File: src/rtl/csa_mult_pipe.sv
// csa_mult_pipe: three-stage pipelined WIDTH x WIDTH multiplier, unsigned or
// two's-complement per beat.
//   S0: operand capture
//   S1: partial products (Baugh-Wooley sign handling) reduced by a chain of
//       3:2 carry-save compressors to sum/carry rows
//   S2: carry-propagate add into out_z
// All stages advance together whenever the output slot is free or retiring.
// Optional feature macro: CSA_MULT_PIPE_ACC_EN adds in_acc/in_acc_clr and a
// 2*WIDTH-bit accumulator applied at S2.
module csa_mult_pipe #(
  parameter int WIDTH = 16,
  parameter int TAG_W = 4
) (
  input  logic                 clk,
  input  logic                 rst,
  input  logic                 in_valid,
  output logic                 in_ready,
  input  logic [WIDTH-1:0]     in_a,
  input  logic [WIDTH-1:0]     in_b,
  input  logic                 in_signed,
  input  logic [TAG_W-1:0]     in_tag,
`ifdef CSA_MULT_PIPE_ACC_EN
  input  logic                 in_acc,
  input  logic                 in_acc_clr,
`endif
  output logic                 out_valid,
  input  logic                 out_ready,
  output logic [2*WIDTH-1:0]   out_z,
  output logic [TAG_W-1:0]     out_tag
);

  localparam int ZW = 2 * WIDTH;
  localparam logic [ZW-1:0] ONE = ZW'(1);
  // Baugh-Wooley correction: +2^W and +2^(2W-1), the latter being -2^(2W-1) mod 2^(2W)
  localparam logic [ZW-1:0] BW_CONST = (ONE << WIDTH) | (ONE << (ZW - 1));

  logic adv;

  logic             s0_valid;
  logic [WIDTH-1:0] s0_a;
  logic [WIDTH-1:0] s0_b;
  logic             s0_signed;
  logic [TAG_W-1:0] s0_tag;

  logic             s1_valid;
  logic [ZW-1:0]    s1_sum;
  logic [ZW-1:0]    s1_carry;
  logic [TAG_W-1:0] s1_tag;

  logic [ZW-1:0]    prod;
  logic [ZW-1:0]    z_next;
  logic [ZW-1:0]    red_sum;
  logic [ZW-1:0]    red_carry;

`ifdef CSA_MULT_PIPE_ACC_EN
  logic             s0_acc;
  logic             s0_clr;
  logic             s1_acc;
  logic             s1_clr;
  logic [ZW-1:0]    acc_q;
  logic [ZW-1:0]    acc_next;
`endif

  assign adv      = !out_valid || out_ready;
  assign in_ready = adv;

  // Partial-product matrix: WIDTH shifted rows plus one correction-constant row.
  // In signed mode the cross terms that involve exactly one sign bit are inverted.
  logic [WIDTH-1:0] pp_bits [WIDTH];
  logic [ZW-1:0]    pp_row  [WIDTH+1];

  for (genvar i = 0; i < WIDTH; i++) begin : g_row
    localparam logic [WIDTH-1:0] INV = (i == WIDTH - 1) ?
                                       {1'b0, {(WIDTH-1){1'b1}}} :
                                       {1'b1, {(WIDTH-1){1'b0}}};
    assign pp_bits[i] = (s0_a & {WIDTH{s0_b[i]}}) ^ (s0_signed ? INV : '0);
    assign pp_row[i]  = {{WIDTH{1'b0}}, pp_bits[i]} << i;
  end

  assign pp_row[WIDTH] = s0_signed ? BW_CONST : '0;

  // Carry-save reduction: each level folds one more row into the sum/carry pair.
  // Carries shifted out of the top bit are dropped, which is exact modulo 2^(2W).
  for (genvar k = 0; k < WIDTH - 1; k++) begin : g_csa
    logic [ZW-1:0] s_in;
    logic [ZW-1:0] c_in;
    logic [ZW-1:0] s;
    logic [ZW-1:0] c;
    logic [ZW-2:0] maj;
    if (k == 0) begin : g_base
      assign s_in = pp_row[0];
      assign c_in = pp_row[1];
    end else begin : g_chain
      assign s_in = g_csa[k-1].s;
      assign c_in = g_csa[k-1].c;
    end
    assign s   = s_in ^ c_in ^ pp_row[k+2];
    assign maj = (s_in[ZW-2:0] & c_in[ZW-2:0]) |
                 (s_in[ZW-2:0] & pp_row[k+2][ZW-2:0]) |
                 (c_in[ZW-2:0] & pp_row[k+2][ZW-2:0]);
    assign c   = {maj, 1'b0};
  end

  assign red_sum   = g_csa[WIDTH-2].s;
  assign red_carry = g_csa[WIDTH-2].c;

  // Final carry-propagate add and optional accumulation of the S1 result.
  always_comb begin
    prod   = s1_sum + s1_carry;
    z_next = prod;
`ifdef CSA_MULT_PIPE_ACC_EN
    acc_next = acc_q;
    if (s1_acc) begin
      acc_next = s1_clr ? prod : (acc_q + prod);
      z_next   = acc_next;
    end
`endif
  end

  // Valid bits, output register and accumulator: reset and advance together.
  always_ff @(posedge clk) begin
    if (rst) begin
      s0_valid  <= 1'b0;
      s1_valid  <= 1'b0;
      out_valid <= 1'b0;
      out_z     <= '0;
      out_tag   <= '0;
`ifdef CSA_MULT_PIPE_ACC_EN
      acc_q     <= '0;
`endif
    end else if (adv) begin
      s0_valid  <= in_valid;
      s1_valid  <= s0_valid;
      out_valid <= s1_valid;
      if (s1_valid) begin
        out_z   <= z_next;
        out_tag <= s1_tag;
`ifdef CSA_MULT_PIPE_ACC_EN
        acc_q   <= acc_next;
`endif
      end
    end
  end

  // Stage data registers: loaded only by a valid beat, held otherwise.
  always_ff @(posedge clk) begin
    if (adv) begin
      if (in_valid) begin
        s0_a      <= in_a;
        s0_b      <= in_b;
        s0_signed <= in_signed;
        s0_tag    <= in_tag;
`ifdef CSA_MULT_PIPE_ACC_EN
        s0_acc    <= in_acc;
        s0_clr    <= in_acc_clr;
`endif
      end
      if (s0_valid) begin
        s1_sum   <= red_sum;
        s1_carry <= red_carry;
        s1_tag   <= s0_tag;
`ifdef CSA_MULT_PIPE_ACC_EN
        s1_acc   <= s0_acc;
        s1_clr   <= s0_clr;
`endif
      end
    end
  end

endmodule
File: config.mk
export PLATFORM = sky130hd
export DESIGN_NAME = csa_mult_pipe
export DESIGN_NICKNAME = d
export VERILOG_FILES = /design/src/rtl/csa_mult_pipe.sv
export SDC_FILE = /design/constraint.sdc
export NUM_CORES = 1
export LEC_CHECK = 0
export ABC_AREA = 1
export BUFFER_PORTS_ARGS = -buffer_cell sky130_fd_sc_hd__buf_2
export CORE_MARGIN = 10
export CORE_UTILIZATION = 63
export DETAILED_ROUTE_END_ITERATION = 8
export PLACE_DENSITY = 0.83
export SYNTH_ARGS = -nofsm -noshare
export SYNTH_HDL_FRONTEND = slang
export SYNTH_SLANG_ARGS = --single-unit
File: constraint.sdc
create_clock -name clk -period 10.66 [get_ports clk]
set_input_delay 1.066 -clock clk [delete_from_list [all_inputs] [get_ports clk]]
set_output_delay 1.066 -clock clk [all_outputs]
set_load 0.02 [all_outputs]
Yosys cells after proc, flatten, opt, wreduce, memory -nomap -nowiden

Index checks and enable logic that the tools add are counted.

Flip-flop bits (word level): 143
Latch bits: 0
Bits in writable memories: 0
Bits in read-only memories: 0
Output and inout port bits: 38
Memories kept: 0

Add/subtract/negate cells: 1
Multipliers: 0
Div/mod/pow operators: 0
$lt $le $gt $ge: 0
Equality and inequality tests: 0
Shift-type cells: 0
Muxes and demuxes: 3
Bitwise operators: 137
Reduce and logical (&&, ||, !) cells: 5

Operator list:

| cell                                    | number |
|---|---|
| 16-bit AND                              | 16 |
| 16-bit bitwise XOR                      | 15 |
| 31-bit AND                              | 4 |
| 31-bit OR                               | 4 |
| 30-bit by 31-bit AND with 31-bit output | 2 |
| 29-bit by 30-bit AND with 30-bit output | 2 |
| 30-bit OR                               | 2 |
| 28-bit by 29-bit AND with 29-bit output | 2 |
| 29-bit OR                               | 2 |
| 27-bit by 28-bit AND with 28-bit output | 2 |
| 28-bit OR                               | 2 |
| 26-bit by 27-bit AND with 27-bit output | 2 |
| 27-bit OR                               | 2 |
| 25-bit by 26-bit AND with 26-bit output | 2 |
| 26-bit OR                               | 2 |
| 24-bit by 25-bit AND with 25-bit output | 2 |
| 25-bit OR                               | 2 |
| 23-bit by 24-bit AND with 24-bit output | 2 |
| 24-bit OR                               | 2 |
| 22-bit by 23-bit AND with 23-bit output | 2 |
| 23-bit OR                               | 2 |
| 21-bit by 22-bit AND with 22-bit output | 2 |
| 22-bit OR                               | 2 |
| 20-bit by 21-bit AND with 21-bit output | 2 |
| 60 further kinds                        | 67 |

Longest topological paths before layout

Depth after elaboration: 47
Mapped depth: 23
Gate-level depth less buffers: 21

Worst setup path after synthesis

OpenSTA, ideal clock, no wires.

Path type: register -> register
Start point: register s0_a[13]
End point: register s1_sum[16], data pin
Library setup time: 0.250 ns
Arrival: 7.955 ns
Required time: 10.410 ns
Setup slack: 2.455 ns
Stages on the path, launching flop included: 22
Path buffers: 2
Period minus slack after synthesis: 8.205 ns
Path through: edfxtp_1 -> clkbuf_1 -> clkbuf_1 -> nand2_1 -> fa_1 -> fa_1 -> fa_1 -> fa_1 -> fa_1 -> fa_1 -> fa_1 -> fa_1 -> fa_1 -> fa_1 -> fa_1 -> fa_1 -> inv_1 -> fa_1 -> inv_1 -> fa_1 -> fa_1 -> inv_1

Cells in the longest elaborated chain, start to end: 35
Elaborated cells between the ends (all ways): 108

Ends and longest elaborated chain:

| what                                                                                                      | line   | source |
|---|---|---|
| start, declared                                                                                           | 40     | `logic [WIDTH-1:0] s0_a;` |
| start signal, assigned                                                                                    | 149    | `s0_a <= in_a;` |
| 16-bit AND                                                                                                | 76     | `assign pp_bits[i] = (s0_a & {WIDTH{s0_b[i]}}) ^ (s0_signed ? INV : '0);` |
| 16-bit bitwise XOR                                                                                        | 76     |  |
| 16-bit by 17-bit AND with 17-bit output (tied with other cells)                                           | 98     | `assign maj = (s_in[ZW-2:0] & c_in[ZW-2:0]) \|` |
| 17-bit by 18-bit OR with 18-bit output or 17-bit by 18-bit bitwise XOR with 18-bit output (tied branches) | 98, 97 |  |
| 18-bit OR (tied with other cells)                                                                         | 99     | `(s_in[ZW-2:0] & pp_row[k+2][ZW-2:0]) \|` |
| 18-bit by 19-bit AND with 19-bit output (tied with other cells)                                           | 98     |  |
| 19-bit OR (tied with other cells)                                                                         | 98     |  |
| 19-bit OR (tied with other cells)                                                                         | 99     |  |
| [... 20 more ...]                                                                                         | n/a    |  |
| 29-bit bitwise XOR (tied with other cells)                                                                | 97     | `assign s = s_in ^ c_in ^ pp_row[k+2];` |
| 29-bit by 30-bit bitwise XOR with 30-bit output (tied with other cells)                                   | 97     |  |
| 30-bit bitwise XOR (tied with other cells)                                                                | 97     |  |
| 30-bit by 31-bit bitwise XOR with 31-bit output or 31-bit OR (tied branches)                              | 97, 98 |  |
| 31-bit bitwise XOR or 31-bit OR (tied branches)                                                           | 97, 99 |  |
| 31-bit by 32-bit bitwise XOR with 32-bit output *                                                         | 97     |  |
| 32-bit bitwise XOR *                                                                                      | 97     |  |
| via g_csa[14].s[16]                                                                                       | 87     | `logic [ZW-1:0] s;` |
| end signal, assigned                                                                                      | 159    | `s1_sum <= red_sum;` |
| end, declared                                                                                             | 46     | `logic [ZW-1:0] s1_sum;` |

Mark *: on every way through the listed nets, which the timed path passes. The rest lies on a longest branch.
A chain may end at the register's enable or synchronous reset.

Worst setup path in the final report

Start point: register s0_signed
End point: register s1_sum[16], data pin

Cells in the longest elaborated chain, start to end: 33
Elaborated cells between the ends (all ways): 93

Ends and longest elaborated chain:

| what                                                                                                      | line   | source |
|---|---|---|
| start, declared                                                                                           | 42     | `logic s0_signed;` |
| start signal, assigned                                                                                    | 151    | `s0_signed <= in_signed;` |
| 16-bit two-way mux                                                                                        | 76     |  |
| 16-bit bitwise XOR                                                                                        | 76     |  |
| 16-bit by 17-bit AND with 17-bit output (tied with other cells)                                           | 98     |  |
| 17-bit by 18-bit OR with 18-bit output or 17-bit by 18-bit bitwise XOR with 18-bit output (tied branches) | 98, 97 |  |
| 18-bit OR (tied with other cells)                                                                         | 99     |  |
| 18-bit by 19-bit bitwise XOR with 19-bit output (tied with other cells)                                   | 97     |  |
| 19-bit bitwise XOR (tied with other cells)                                                                | 97     |  |
| 19-bit by 20-bit bitwise XOR with 20-bit output (tied with other cells)                                   | 97     |  |
| [... 18 more ...]                                                                                         | n/a    |  |
| 29-bit bitwise XOR (tied with other cells)                                                                | 97     |  |
| 29-bit by 30-bit bitwise XOR with 30-bit output (tied with other cells)                                   | 97     |  |
| 30-bit bitwise XOR (tied with other cells)                                                                | 97     |  |
| 30-bit by 31-bit bitwise XOR with 31-bit output or 31-bit OR (tied branches)                              | 97, 98 |  |
| 31-bit bitwise XOR or 31-bit OR (tied branches)                                                           | 97, 99 |  |
| 31-bit by 32-bit bitwise XOR with 32-bit output                                                           | 97     |  |
| 32-bit bitwise XOR *                                                                                      | 97     |  |
| via g_csa[14].s[16]                                                                                       | 87     |  |

Marks and branches as above.

==> key figures <==
Worst setup path
  • Crit path max fanout: 20
  • FF-to-FF End: s1_sum[16]
  • R2R setup slack: between 1.5 and 2 ns
  • Critical R2R Launch: s0_signed
  • Top delay family on crit path: adder cells
  • CP max stage cell: clkinv_1
  • Crit path from: s0_signed
  • Worst setup EP type: flop
  • Worst endpoint data arrival time: slightly above 9 ns
  • Critical path buffers and inverters: 6
  • Critical path, cell by cell: buf_4 -> clkinv_1 -> xor2_1 -> ha_1 -> inv_1 -> fa_1 -> fa_1 -> fa_1 -> fa_1 -> fa_1 -> fa_1 -> fa_1 -> fa_1 -> fa_1 -> fa_1 -> fa_1 -> inv_1 -> fa_1 -> inv_1 -> fa_1 -> fa_1 -> inv_1
  • Stages on the worst setup path: 22
  • Startpoint types: flop
  • Req. time, crit path: about 11 ns
  • WS Path Type: flop to flop
  • Cells on worst reg2reg path: 22
  • CP endpoint: s1_sum[16]
  • Largest stage delay, worst path: between 0.6 and 0.7 ns
  • CP most frequent cell: fa_1

Synth
  • Async S/R FF share, synth: 0
  • #FFs+latches synth: approximately 130
  • Synth cell count leaders: nand2_1 (337), inv_1 (258), fa_1 (211)
  • Top_reg_cell synth: edfxtp_1
  • Synth Cell Area: ~12000 sq um
  • EDFF count, synth: 89
  • Syn Nets: ~1500
  • Dominant cells by area after synthesis: fa_1 (36%), edfxtp_1 (23%), nand2_1 (11%)
  • Unique cell type count in the Yosys netlist: 29
  • Most frequent cell after synthesis: nand2_1
  • Sequential fraction of the synthesis area: 0.292
  • Synthesis Warnings: 0
  • Top cell type's share of synthesized area: 0.357
  • Gate Count Post-Synth: about 1200
  • Synth area leader: fa_1
  • Mean cell area of the mapped netlist: approximately 9.5 sq um

Detailed routing
  • Vias: roughly 7900
  • DRT antenna net count: 0
  • Post-Route WL: roughly 22000 microns
  • Pre-Repair DR Iteration Count: 6
  • Drt initial violations: between 500 and 600
  • Mean number of vias per cell: 5.22
  • # DRC: 0
  • Wire per inst: about 15 microns

STA
  • Final worst path period need: between 8 and 9 ns
  • RSZ-0062 raised after global routing: false
  • Worst-Margin Slew: about 1.0 ns
  • F_max: approximately 110 MHz
  • Relative slew slack: 0.303
  • Final worst path period share: 0.841
  • Hold WS: about 0.41 ns
  • Clk_skew: 0.0113 ns
  • Pins Over Slew Limit: 0
  • Final Hold Vio Count: 0
  • Setup_tns: 0 ns
  • Setup-failing EPs final: 0

Clock network
  • Post_cts resized: 0
  • CTS tree: yes
  • Clk Latency, worst-skew pair: between 0.4 and 0.5 ns
  • # hold bufs at CTS: 0
  • CTS root buffer: clkbuf_16
  • Max clock buf depth: 2
  • Post-CTS Setup Inserts: 0
  • Htree depth: 4
  • CTS Buf Count: 17
  • TritonCTS sink count: 128
  • Clock-pin transition on the worst setup and hold timing paths: about 0.070 ns

Global route
  • Total GRT Usage: 0.196
  • Largest net degree at the start of global routing: 53
  • Initial antenna violation count: 0
  • Global-route wire length before repair: slightly below 40000 microns
  • Number of global-route vias before repair: ~8300
  • Grt total ovfl: 0

Finish
  • Fin cells: 1517
  • Syn-to-layout area delta: 8.35%
  • Layout cell share with drive strength beyond 1: 0.102
  • Nets: 1567
  • Diode count: 0

Hold path
  • Worst min path class: flop to flop

Outcome
  • Status: finished clean

Job
  • Max Cap Viol: 0

Floorplan
  • Die area: ~25000 sq um
  • Num ports: 79
  • Row count: 50
  • Die height: roughly 160 microns
  • Die width: around 160 microns
  • Starting Density: 0.637
  • Core Region: between 15000 and 20000 sq um

Placement
  • Detail Placement HPWL: roughly 17000 microns
  • Placed Cells: between 1000 and 1500
  • # port buffers: between 70 and 80
  • Final Wtd Congestion: 0.858
-- cell type report --
| type | count | area [sq um] |
|---|---|---|
| sequential | 128 | 3450 |
| clock inverter | 13 | 135 |
| timing repair buffer | 81 | 413 |
| clock buffer | 19 | 464 |
| fill | 1333 | 5750 |
| tap | 234 | 293 |
| inverter | 260 | 976 |
| multi-input combinational | 782 | 7090 |
-- metal layers --
layer	vias to the layer above	track usage	routed length [microns]
li1	3687	-	-
met1	3986	0.240	9250
met4	0	0.0681	389
met3	27	0.0396	1230
met5	-	0	0
met2	217	0.338	11400
-- through the flow --
stage	setup slack [ns]	util	cell area, sq um
6_report	1.70	0.690	12800
5_1_grt	1.47	0.690	12800
4_1_cts	1.71	0.690	12800
3_5_place_dp	1.72	0.658	12200
3_3_place_gp	1.87	0.658	12200
2_1_floorplan	2.46	-	11800
-- placed cells by master, fill, tap and decap left out, drive strengths merged --
| cell | n |
|---|---|
| a21oi | 15 |
| buf | 81 |
| bufinv | 1 |
| clkbuf | 19 |
| clkinv | 2 |
| clkinvlp | 2 |
| dfxtp | 39 |
| edfxtp | 89 |
| fa | 211 |
| ha | 45 |
| inv | 268 |
| nand2 | 342 |
| nand3 | 24 |
| nand4 | 2 |
| nor2 | 74 |
| nor3 | 3 |
| o211ai | 3 |
| o21ai | 27 |
| or2 | 2 |
| xnor2 | 2 |
| xor2 | 32 |
-- worst min-delay path by stage --
stage / start / end / slack, ns / cells past startpoint
after global routing: s0_tag[2] / s1_tag[2] / 0.42 / 0
after detailed placement: s0_tag[1] / s1_tag[1] / 0.41 / 0
after global placement: s0_tag[2] / s1_tag[2] / 0.40 / 0
final: s0_tag[1] / s1_tag[1] / 0.41 / 0
after floorplan: s0_tag[0] / s1_tag[0] / 0.40 / 0
after CTS: s0_tag[1] / s1_tag[1] / 0.42 / 0
-- cells by family after synthesis --
kind of cell | count (synthesis) | share of synthesized area
simple gates | 447 | 0.149
compound gates | 45 | 0.0203
xor+xnor | 34 | 0.0252
buf+inv | 337 | 0.109
fa+ha+maj | 256 | 0.404
flops | 128 | 0.292
-- state kept, by name, indices dropped and copies added, names as in the netlist --
register and cells:
s0_tag 4, out_tag 4, out_valid 1, s0_signed 1, s0_a 16, s0_valid 1
s1_valid 1, out_z 32, s1_sum 32, s1_tag 4, s0_b 16, s1_carry 16
-- worst reg2reg max path: cells and delay by family, from the launching register on --
family     cells  cell delay [ns]
fa+ha+maj     15             6.91
buf+inv        6             1.14
xor+xnor       1             0.38
flops          1             0.32
Power is not shown: default switching activity piles up to over one toggle a cycle in this logic, so the estimate is an artifact.
